$ cat src/rtl/uart_rx_pkg.sv
// Shared definitions for the UART receive path: FSM state encoding, default
// frame geometry, and a counter-width helper.
package uart_rx_pkg;

    localparam int DEFAULT_OVERSAMPLE = 16;
    localparam int DEFAULT_DATA_BITS  = 8;

    typedef logic [2:0] state_t;

    localparam state_t ST_IDLE   = 3'd0;
    localparam state_t ST_START  = 3'd1;
    localparam state_t ST_DATA   = 3'd2;
    localparam state_t ST_PARITY = 3'd3;
    localparam state_t ST_STOP   = 3'd4;
    localparam state_t ST_BREAK  = 3'd5;

    // Width that can hold values 0..n-1, never less than one bit.
    function automatic int cnt_width(input int n);
        return (n <= 1) ? 1 : $clog2(n);
    endfunction

endpackage

$ cat src/rtl/uart_rx_sync.sv
// Two-flop metastability synchronizer for the serial input; both stages reset
// to the idle-high line level so reset never looks like a start bit.
module uart_rx_sync (
    input  logic clk,
    input  logic rst,
    input  logic din,
    output logic dout
);

    logic [1:0] sync_reg;

    always_ff @(posedge clk or negedge rst) begin
        if (!rst) begin
            sync_reg <= 2'b11;
        end else begin
            sync_reg <= {sync_reg[0], din};
        end
    end

    assign dout = sync_reg[1];

endmodule

$ cat src/rtl/uart_rx_deserializer.sv
// Oversampling UART receiver: start/data/parity/stop framing with break hold.
// Optional input synchronizer is enabled by defining UART_RX_SYNC_EN.
module uart_rx_deserializer
    import uart_rx_pkg::*;
#(
    parameter int OVERSAMPLE = DEFAULT_OVERSAMPLE,
    parameter int DATA_BITS  = DEFAULT_DATA_BITS
) (
    input  logic                 clk,
    input  logic                 rst,
    input  logic                 baudTick,
    input  logic                 rx,
    output logic [DATA_BITS:0]   dataParityOut,
    output logic                 ready,
    output logic                 frameError
);

    localparam int TW = cnt_width(OVERSAMPLE);
    localparam int BW = cnt_width(DATA_BITS + 1);

    localparam logic [TW-1:0] TICK_LAST = TW'(OVERSAMPLE - 1);
    localparam logic [TW-1:0] TICK_HALF = TW'(OVERSAMPLE / 2 - 1);
    localparam logic [BW-1:0] BIT_LAST  = BW'(DATA_BITS - 1);

    logic rx_s;

`ifdef UART_RX_SYNC_EN
    uart_rx_sync u_sync (
        .clk  (clk),
        .rst  (rst),
        .din  (rx),
        .dout (rx_s)
    );
`else
    assign rx_s = rx;
`endif

    state_t              state_reg, state_next;
    logic [TW-1:0]       tick_reg, tick_next;
    logic [BW-1:0]       bit_reg, bit_next;
    logic [DATA_BITS:0]  shift_reg, shift_next;
    logic [DATA_BITS:0]  out_reg, out_next;
    logic                ready_reg, ready_next;
    logic                ferr_reg, ferr_next;
    logic                data_capture;
    logic                parity_capture;

    // Each shift bit loads only on the sampling tick addressed to it.
    genvar gi;
    generate
        for (gi = 0; gi < DATA_BITS; gi++) begin : g_shift
            assign shift_next[gi] = (data_capture && (bit_reg == BW'(gi))) ? rx_s : shift_reg[gi];
        end
    endgenerate
    assign shift_next[DATA_BITS] = parity_capture ? rx_s : shift_reg[DATA_BITS];

    always_comb begin
        state_next     = state_reg;
        tick_next      = tick_reg;
        bit_next       = bit_reg;
        out_next       = out_reg;
        ready_next     = 1'b0;
        ferr_next      = 1'b0;
        data_capture   = 1'b0;
        parity_capture = 1'b0;

        if (baudTick) begin
            case (state_reg)
                ST_IDLE: begin
                    if (!rx_s) begin
                        state_next = ST_START;
                        tick_next  = '0;
                    end
                end
                ST_START: begin
                    // Half a bit after the falling edge: confirm a real start bit.
                    if (tick_reg == TICK_HALF) begin
                        tick_next  = '0;
                        bit_next   = '0;
                        state_next = rx_s ? ST_IDLE : ST_DATA;
                    end else begin
                        tick_next = tick_reg + TW'(1);
                    end
                end
                ST_DATA: begin
                    if (tick_reg == TICK_LAST) begin
                        tick_next    = '0;
                        data_capture = 1'b1;
                        if (bit_reg == BIT_LAST) begin
                            bit_next   = '0;
                            state_next = ST_PARITY;
                        end else begin
                            bit_next = bit_reg + BW'(1);
                        end
                    end else begin
                        tick_next = tick_reg + TW'(1);
                    end
                end
                ST_PARITY: begin
                    if (tick_reg == TICK_LAST) begin
                        tick_next      = '0;
                        parity_capture = 1'b1;
                        state_next     = ST_STOP;
                    end else begin
                        tick_next = tick_reg + TW'(1);
                    end
                end
                ST_STOP: begin
                    if (tick_reg == TICK_LAST) begin
                        tick_next = '0;
                        if (rx_s) begin
                            out_next   = shift_reg;
                            ready_next = 1'b1;
                            state_next = ST_IDLE;
                        end else begin
                            ferr_next  = 1'b1;
                            state_next = ST_BREAK;
                        end
                    end else begin
                        tick_next = tick_reg + TW'(1);
                    end
                end
                ST_BREAK: begin
                    if (rx_s) begin
                        state_next = ST_IDLE;
                    end
                end
                default: begin
                    state_next = ST_IDLE;
                    tick_next  = '0;
                    bit_next   = '0;
                end
            endcase
        end
    end

    always_ff @(posedge clk or negedge rst) begin
        if (!rst) begin
            state_reg <= ST_IDLE;
            tick_reg  <= '0;
            bit_reg   <= '0;
            shift_reg <= '0;
            out_reg   <= '0;
            ready_reg <= 1'b0;
            ferr_reg  <= 1'b0;
        end else begin
            state_reg <= state_next;
            tick_reg  <= tick_next;
            bit_reg   <= bit_next;
            shift_reg <= shift_next;
            out_reg   <= out_next;
            ready_reg <= ready_next;
            ferr_reg  <= ferr_next;
        end
    end

    assign dataParityOut = out_reg;
    assign ready         = ready_reg;
    assign frameError    = ferr_reg;

endmodule

$ cat config.mk
export PLATFORM = sky130hd
export DESIGN_NAME = uart_rx_deserializer
export DESIGN_NICKNAME = d
export VERILOG_FILES = /design/src/rtl/uart_rx_pkg.sv /design/src/rtl/uart_rx_sync.sv /design/src/rtl/uart_rx_deserializer.sv
export SDC_FILE = /design/constraint.sdc
export NUM_CORES = 1
export LEC_CHECK = 0
export CELL_PAD_IN_SITES_DETAIL_PLACEMENT = 1
export CELL_PAD_IN_SITES_GLOBAL_PLACEMENT = 1
export CORE_ASPECT_RATIO = 1.75
export CORE_MARGIN = 2
export CORE_UTILIZATION = 31
export CTS_BUF_LIST = sky130_fd_sc_hd__clkbuf_4 sky130_fd_sc_hd__clkbuf_8
export DETAILED_ROUTE_END_ITERATION = 8
export GPL_ROUTABILITY_DRIVEN = 0
export PLACE_DENSITY = 0.6
export SETUP_SLACK_MARGIN = 0.2
export SYNTH_ARGS = -nofsm -noshare
export SYNTH_HDL_FRONTEND = slang
export SYNTH_SLANG_ARGS = --single-unit
$ cat constraint.sdc
create_clock -name clk -period 2.7 [get_ports clk]
set_input_delay 0.27 -clock clk [delete_from_list [all_inputs] [get_ports clk]]
set_output_delay 0.27 -clock clk [all_outputs]
set_load 0.01 [all_outputs]
==> flow_metrics.py, run 1 <==
metrics = {
    "synth": {
        "synth-seq-cells": 31,
        "ys_seq_area_share_pct": 46.48,
        "synthArstFlopShare_pct": 100.0,
        "synth_top_cell_by_area": "dfrtp_1",
        "ys_top_cells_by_count": "dfrtp_1 (31), mux2_2 (18), nand2_1 (18)",
        "synth.most_common_cell": "dfrtp_1",
        "syn_inst": 148,
        "syn_area_mm2": 0.001669,
        "ys_types": 40,
        "synth_edf_count": 0,
        "synthFlopType": "dfrtp_1",
        "ys_warn_count": 0,
        "syn_nets": 157,
        "synth_area_per_cell_um2": 11.28,
        "synth_top_area_share_pct": 46.48,
        "synth_area_leaders": "dfrtp_1 (46%), mux2_2 (12%), nand2_1 (4.0%)",
    },
    "clock_network": {
        "clock_latency_ns": 0.29,
        "cts_root_buffer": "clkbuf_8",
        "cts_setup_buffers": 0,
        "clock_sinks": 31,
        "cts_buffer_depth": 2,
        "htree_levels": 2,
        "numCtsBuffers": 5,
        "cts_hold_buffers": 0,
        "post_cts_resized": 0,
        "cts.reportedPaths.clkPinSlew_ns": 0.08,
        "cts_tree": "done",
    },
    "global_route": {
        "grt_max_degree": 32,
        "grt_use_met1_pct": 13.44,
        "grt_pass1_vias": 1318,
        "grt_pass1_wl_mm": 6.161,
        "gr-usage-met2_pct": 25.95,
        "top_usage_layer": "met2",
        "grt_use_total_pct": 13.91,
        "grtUsageMet3_pct": 3.466,
        "antenna_found_initial": 0,
        "grt.overflow.total": 0,
    },
    "setup_path": {
        "cp-start-kind": "flip-flop",
        "slowest_delay_ns": 0.69,
        "path_cells": "or3b_1 > nor4b_4 > nand2_1 > mux2_1",
        "cp_slowest_cell": "dfrtp_1",
        "crit_path_end_kind": "flip-flop",
        "worstPathMaxFanout": 16,
        "worst-path-buf-inv": 0,
        "path_class": "reg2reg",
        "required_ns": 2.87,
        "crit_arrival_ns": 2.33,
        "critPathTopFamily": "simple AND/OR/NAND/NOR gates",
    },
    "cells_and_area": {
        "area_growth_pct": 17.09,
        "antenna_cells": 0,
        "final_layout_size_suffix_gt1_share_pct": 20.12,
        "final_area_mm2": 0.001954,
        "final_nets": 172,
    },
    "timing": {
        "min_period_ns": 2.150,
        "clock_skew_ns": 0.009158,
        "tightest_slew_ns": 0.6119,
        "final.setup.tns_ns": 0,
        "fmax_ghz": 0.4650,
        "slew_violations": 0,
        "finalCritPeriodShare_pct": 79.65,
        "relSlewSlack_pct": 58.91,
        "rsz0062_at_grt": "no",
        "setup-violations-final": 0,
        "final_hold_viol_count": 0,
    },
    "placement": {
        "dp_hpwl_mm": 2.648,
        "place_area_mm2": 0.001842,
        "port_buffers": 14,
    },
    "floorplanning": {
        "core_mm2": 0.005211,
        "start_util_pct": 32.03,
        "dieArea_mm2": 0.006010,
        "num_rows": 35,
        "ios": 15,
        "dieHeight_um": 101.1,
        "die_w_um": 59.47,
    },
    "routing": {
        "first_pass_iters": 4,
        "drt_iter0_drc": 30,
        "final_antenna_net_count": 0,
        "vias": 1176,
        "drc": 0,
        "wire_per_inst_um": 16.16,
        "viasPerCell": 5.370,
        "drt_wl_total_mm": 3.538,
    },
    "run": {
        "cap_violations": 0,
    },
    "status": {
        "status": "finished, final reports clean",
    },
    "min_path": {
        "hp-class": "in2async",
    },
    "pwr": {
        "power.density_mw_per_mm2": 829.3,
        "power.leakage_uw": 0.0008599,
        "vdd_drop_max_mv": 0.4234,
    },
}
==> where the power goes <==
part           internal (uW)  total (uW)  leakage [uW]  switching (uW)
combinational            229         508      0.000377             279
sequential               521         651      0.000425             130
clock                    275         462     0.0000581             187
==> worst paths after layout <==
kind | from | endpoint | slack, ns | cells past startpoint
worst max-delay path | state_reg[1] | shift_reg[7] | 0.55 | 4
worst min-delay path | rst | shift_reg[3] | 0.38 | 2
worst max register to register | state_reg[1] | shift_reg[7] | 0.55 | 4
worst min register to register | shift_reg[4] | shift_reg[4] | 0.49 | 1
max in group asynchronous | rst | bit_reg[2] | 2.02 | 2
min in group clk | shift_reg[4] | shift_reg[4] | 0.49 | 1
==> worst register-to-register path: cells and delay by family, from the launching register on <==
kind | cells | cell delay, ns
multiplexers | 1 | 0.32
AND/OR/NAND/NOR | 3 | 1.02
flip-flops | 1 | 0.69
==> layout make-up <==
type,instances,area [um^2]
clock buffers,5,68.82
clock inverters,3,43.79
fillers,578,3257
inverters,6,22.52
multi-input cells,103,819.5
flip-flops and latches,31,775.7
well taps,55,68.82
repair buffers,16,155.1
==> kinds of logic (layout without fill, tap and decap cells) <==
family                   count (synthesis)  after routing  share of synthesized area (%)
AND/OR/NAND/NOR                         49             49                          16.94
buffers and inverters                   14             30                          4.423
XOR/XNOR                                 5              5                          2.624
flip-flops                              31             31                          46.48
adder cells (fa/ha/maj)                  5              5                          3.748
AO/OA/AOI/OAI                           20             20                          9.747
multiplexers                            24             24                          16.04
==> metrics by stage <==
| step | instances | total power [uW] | utilization [%] | hold WS (ns) | setup slack, ns |
|---|---|---|---|---|---|
| 6_report | 219 | 1621 | 37.50 | 0.3796 | 0.5496 |
| 5_1_grt | 219 | 1732 | 37.50 | 0.4083 | 0.3940 |
| 2_1_floorplan | 148 | 1088 | - | -0.02559 | 0.9505 |
| 4_1_cts | 219 | 1648 | 37.50 | 0.3903 | 0.5244 |
| 3_3_place_gp | 211 | 1152 | 35.34 | 0.4812 | 0.3386 |
| 3_5_place_dp | 211 | 1175 | 35.34 | 0.4806 | 0.3217 |
==> placed cells by master (no fill, tap or decap), drive strengths merged, types with 2 or more instances in the layout <==
master	count
xor2	2
nand3	2
clkbuf	5
nor3b	3
nand4	4
o41ai	2
mux2i	2
buf	2
o2bb2ai	2
nor3	4
nand2	18
mux2	22
o21ai	4
dfrtp	31
or3b	2
nand3b	2
clkinv	2
xnor2	3
nor2b	2
ha	5
nor2	8
inv	6
clkdlybuf4s50	14
a21oi	3
==> routing by layer <==
metal,vias to the layer above,wire length (um)
met5,-,0
met4,0,81
met3,6,93
met2,15,2038
met1,599,1325
li1,556,-
No activity file was read; power rests on OpenSTA's default activity.
==> inputs of run 2 (changes only) <==
clock period = 2.18 ns   (was 2.7 ns; I/O delays follow)
==> run 2 against run 1 <==
Net effect: worst hold slack worse by 0.039 ns; worst setup slack worse by 0.28 ns; sequential share of layout area decreased by 1.3 points; sequential power is 19% higher; combinational power rose by 52%; non-clock buffer count up 5; fmax increased by 12%; utilization is 1.3 points higher; wire length increased by 9.1%; via count up 2.3%; first-iteration DRC count is 47% lower; clock-buffer cell count up 1; critical path type unchanged; critical endpoint is now state_reg[2].
==> flow_metrics.py, run 2 (synthesis gave the netlist of run 1 again) <==
metrics = {
    "status": {
        "status": "finished, final reports clean",
    },
    "clock_network": {
        "clock_latency_ns": 0.28,
        "numCtsBuffers": 5,
        "cts_root_buffer": "clkbuf_8",
        "cts_hold_buffers": 0,
        "cts.reportedPaths.clkPinSlew_ns": 0.07,
        "clock_sinks": 31,
        "cts_buffer_depth": 2,
        "htree_levels": 2,
        "cts_tree": "done",
    },
    "setup_path": {
        "crit_arrival_ns": 2.08,
        "worstPathMaxFanout": 7,
        "crit_path_end_kind": "flip-flop",
        "cp-start-kind": "flip-flop",
        "path_class": "reg2reg",
        "required_ns": 2.35,
    },
    "cells_and_area": {
        "mostFrequentLayoutCells": "dfrtp_1 (31), nand2_1 (18), mux2_2 (18)",
        "area_growth_pct": 21.06,
        "n_fill_cell": 585,
        "multi_input_area_um2": 843.3,
        "regArea_um2": 775.7,
        "final_nets": 177,
        "antenna_cells": 0,
        "final_common_cell": "dfrtp_1",
        "final_layout_size_suffix_gt1_share_pct": 24.85,
        "stdcell_count": 224,
    },
    "floorplanning": {
        "ios": 15,
        "num_rows": 35,
        "start_util_pct": 32.03,
        "dieHeight_um": 101.1,
        "die_w_um": 59.47,
        "dieArea_mm2": 0.006010,
        "core_mm2": 0.005211,
    },
    "pwr": {
        "clkPwrFrac_pct": 27.9,
        "switching_share_pct": 36.91,
        "vdd_drop_max_mv": 0.6203,
        "finalPower_uw": 2141,
        "switchingPower_uw": 790.3,
        "power.density_mw_per_mm2": 1060,
        "power.internal_uw": 1351,
        "power.leakage_uw": 0.0008851,
        "combPwrFrac_pct": 36.0,
        "seq_power_share_pct": 36.1,
    },
    "global_route": {
        "grt_max_degree": 32,
        "antenna_found_initial": 0,
        "grt_use_total_pct": 14.87,
        "grt_pass1_wl_mm": 6.603,
        "grt.overflow.total": 0,
        "grt_pass1_vias": 1402,
    },
    "timing": {
        "fmax_ghz": 0.5231,
        "final_hold_viol_count": 0,
        "rsz0062_at_grt": "yes",
        "setup-violations-final": 0,
        "fin_worst_hold_slack_ns": 0.3411,
        "fin_ws_ns": 0.2684,
        "relSlewSlack_pct": 54.71,
        "clock_skew_ns": 0.002503,
        "finalCritPeriodShare_pct": 87.69,
        "min_period_ns": 1.912,
        "final.setup.tns_ns": 0,
        "slew_violations": 0,
        "tightest_slew_ns": 0.6745,
    },
    "routing": {
        "vias": 1203,
        "drt_iter0_drc": 16,
        "wire_per_inst_um": 17.24,
        "first_pass_iters": 4,
        "drc": 0,
        "viasPerCell": 5.371,
        "drt_wl_total_mm": 3.861,
        "final_antenna_net_count": 0,
    },
    "placement": {
        "dp_cells": 215,
        "port_buffers": 14,
        "pre_cts_slack_ns": 0.03448,
        "dp_hpwl_mm": 2.886,
    },
    "run": {
        "cap_violations": 0,
    },
    "min_path": {
        "hp-class": "in2async",
    },
}
[run 2: metrics by stage]
step	cell area (um^2)	utilization (%)
final	2021	38.78
after global routing	2021	38.78
after CTS	1997	38.32
after detailed placement	1872	35.92
after global placement	1872	35.92
after floorplan	1669	-
[run 2: per-layer routing]
metal	up-vias	part of all wire (%)	GRT usage, %
li1	569	-	-
met1	600	37	14.76
met2	24	57	27.56
met3	10	2.5	2.567
met4	0	3.3	8.392
met5	-	0	0
[run 2: critical path, stage by stage (launching register included)]
cell       delay [ns]
dfrtp_1          0.45
buf_4            0.20
or3b_2           0.47
a21oi_1          0.26
a2111oi_4        0.11
mux2_2           0.31
[run 2: area by class of cell]
type / count / share of cell area (%)
Multi-Input combinational cell: 103 / 41.73
Sequential cell: 31 / 38.39
Timing Repair Buffer: 21 / 9.536
Clock buffer: 6 / 4.087
Tap cell: 55 / 3.406
Clock inverter: 2 / 1.734
Inverter: 6 / 1.115
[run 2: power by group through the flow]
stage	Sequential (uW)	Combinational, uW	Clock, uW
2_1_floorplan	695	652	0
3_3_place_gp	768	699	0
3_5_place_dp	774	737	0
4_1_cts	763	738	614
5_1_grt	793	859	633
6_report	774	770	597
[run 2: final timing paths]
kind,cells past startpoint,from,slack (ns),to
max reg2reg,5,state_reg[0],0.27,state_reg[2]
max in group asynchronous,2,rst,1.54,tick_reg[2]
min reg2reg,1,shift_reg[5],0.50,shift_reg[5]
max,5,state_reg[0],0.27,state_reg[2]
min,2,rst,0.34,shift_reg[2]
min in group clk,1,shift_reg[5],0.50,shift_reg[5]
[run 2: repair_timing]
item,in CTS,in global routing
buffers inserted,1,0
pin swaps,1,0
setup endpoints to repair,3,22
resized for setup,0,5
==> inputs of run 3 (changes only) <==
--- a/config.mk
+++ b/config.mk
@@ -19,2 +19,3 @@
 export SYNTH_HDL_FRONTEND = slang
+export SYNTH_HIERARCHICAL = 1
 export SYNTH_SLANG_ARGS = --single-unit
--- a/constraint.sdc
+++ b/constraint.sdc
@@ -3,2 +3,2 @@
 set_output_delay 0.218 -clock clk [all_outputs]
-set_load 0.01 [all_outputs]
+set_load 0.005 [all_outputs]
==> results of run 3 <==
Same layout as run 2 (identical final DEF). Status: finished, final reports clean.
Among the figures that moved: Yosys warning count 0 -> 6
==> RTL change: new RTL, settings of run 1 <==
The package constant `DEFAULT_DATA_BITS` goes from 8 to 10.
--- a/src/rtl/uart_rx_pkg.sv
+++ b/src/rtl/uart_rx_pkg.sv
@@ -3,7 +3,7 @@
 package uart_rx_pkg;
 
     localparam int DEFAULT_OVERSAMPLE = 16;
-    localparam int DEFAULT_DATA_BITS  = 8;
+    localparam int DEFAULT_DATA_BITS  = 10;
 
     typedef logic [2:0] state_t;
 
Interface: changed (resized dataParityOut); port bits go from 15 to 17. No check against the original RTL was run, so the function may have changed too.
==> RTL change against run 1 <==
  * Setup slack better by 130 ps
  * Combinational power fell by 10%
  * Power down 0.95%
  * Sequential cell count grew 4
  * Area after synthesis is 8.0% higher
  * Cell area is 8.1% higher
  * Die area up 7.6%
  * Largest cell class is now registers
  * Wire length up 7.9%
==> RTL change: results <==
group,metric,value,unit
run_status,status,"complete, no violations",
cts,cts_buffers,5,
drt,drt_iter0_markers,19,
drt,first_pass_iters,2,
cts,root_buffer,"clkbuf_8",
cts,clkTransAtPathRegs,70,ps
cts,post_cts_resized,0,
setup_path,crit_fanout,12,
synthesis,synth.area.top_cells,"dfrtp_1 49%, mux2_4 8.3%, mux2_2 8.1%, nand2_1 3.1%, o21ai_0 2.5%",
synthesis,synth_common_cells,"35 x dfrtp_1, 15 x nand2_1, 13 x mux2_2, 10 x mux2_4, 9 x o21ai_0",
power,p_leak,0.000916,uW
power,ir_drop,0.376,mV
grt,grt_pass1_vias,1374,
grt,grt_first_pass_wirelength,6.71,mm
cells_and_area,final_nets,178,
cells_and_area,fillers,657,
setup_path,critPathMaxStageDelay,450,ps
drt,num_vias,1243,
place,portBuffers,16,
place,post-dp-hpwl,2.83,mm
setup_path,path_delay_family,"simple AND/OR/NAND/NOR gates",
cells_and_area,antenna_cells,0,
synthesis,synth_cell_type_count,47,
worst_hold_path,hold_path_class,"primary input to async pin",
grt,grt_usage,0.137,
synthesis,synth_fp_nets,160,
grt,antenna_found_initial,0,
drt,wire_per_inst,15.3,um
grt,grt_max_degree,36,
cts,cts_sinks,35,
synthesis,yosysWarnings,0,
cts,clock_latency,280,ps
setup_path,worstPathArrival,2180,ps
cts,cts.htree.levels,2,
setup_path,crit_path_top_delay_cell,"nor2_4",
synthesis,async_flop_share,1.00,
cells_and_area,drive_above_1_share,0.249,
power,p_int,1000,uW
timing,tightest_slew,624,ps
cts,clk_path_buf_depth,2,
synthesis,synth-seq-area-share,0.486,
timing,skew,5.42,ps
place,dpl_cell_area,2030,um^2
cts,cts_setup_buffers,0,
==> RTL change: changes by cell type in the layout (fill, tap and decap cells not counted), sizes merged, moves of 3 or more <==
| cell | run 1 | this run |
|---|---|---|
| xnor2 | 3 | 0 |
| o21ai | 4 | 12 |
| nand3 | 2 | 7 |
| ha | 5 | 1 |
| dfrtp | 31 | 35 |
| nand4 | 4 | 1 |
| inv | 6 | 3 |
| nand2b | 0 | 3 |
==> RTL change: final cells by class <==
cell class / count / area [um^2] / share of cell area
clock buffer: 6 / 82.6 / 0.0391
clock inverter: 1 / 5.00 / 0.00237
timing repair buffer: 18 / 175 / 0.0829
multi-input combinational: 110 / 868 / 0.411
inverter: 3 / 11.3 / 0.00533
sequential: 35 / 876 / 0.414
tap: 76 / 95.1 / 0.0450
==> RTL change: final timing paths <==
kind | startpoint | to | slack [ps] | depth (start not counted)
worst max-delay path | tick_reg[1] | dataParityOut[1] | 680 | 5
worst min-delay path | rst | ready | 400 | 2
worst max register to register | tick_reg[1] | dataParityOut[1] | 680 | 5
worst min register to register | shift_reg[10] | dataParityOut[10] | 500 | 1
max in group asynchronous | rst | shift_reg[3] | 1990 | 2
min in group clk | shift_reg[10] | dataParityOut[10] | 500 | 1
==> RTL change: through the flow <==
step	util	hold WS [ps]	total power, uW	setup WS [ps]	cells
after floorplan	-	-25.6	1130	1020	155
after global placement	0.363	484	1220	499	242
after detailed placement	0.363	498	1250	409	242
after CTS	0.378	418	1640	626	249
after global routing	0.378	440	1740	519	249
final	0.378	397	1610	682	249
==> RTL change: layer usage <==
metal  routed length (um)  GRT usage
met1                 1570      0.162
met2                 2090      0.230
met3                   92     0.0334
met4                   66     0.0502
met5                    0          0
==> RTL change: cell families after synthesis <==
logic type      Yosys count  share of synthesized area
flops                    35                      0.486
compound gates           28                      0.110
buf+inv                  10                     0.0326
mux                      23                      0.164
xor+xnor                  2                    0.00972
fa+ha+maj                 1                    0.00694
simple gates             56                      0.190
==> RTL change: power by group through the flow <==
stage	Sequential [uW]	Clock [uW]	Combinational, uW
floorplan	681	0	447
global placement	774	0	444
detailed placement	783	0	463
CTS	772	400	464
global route	794	423	526
finish	773	377	455
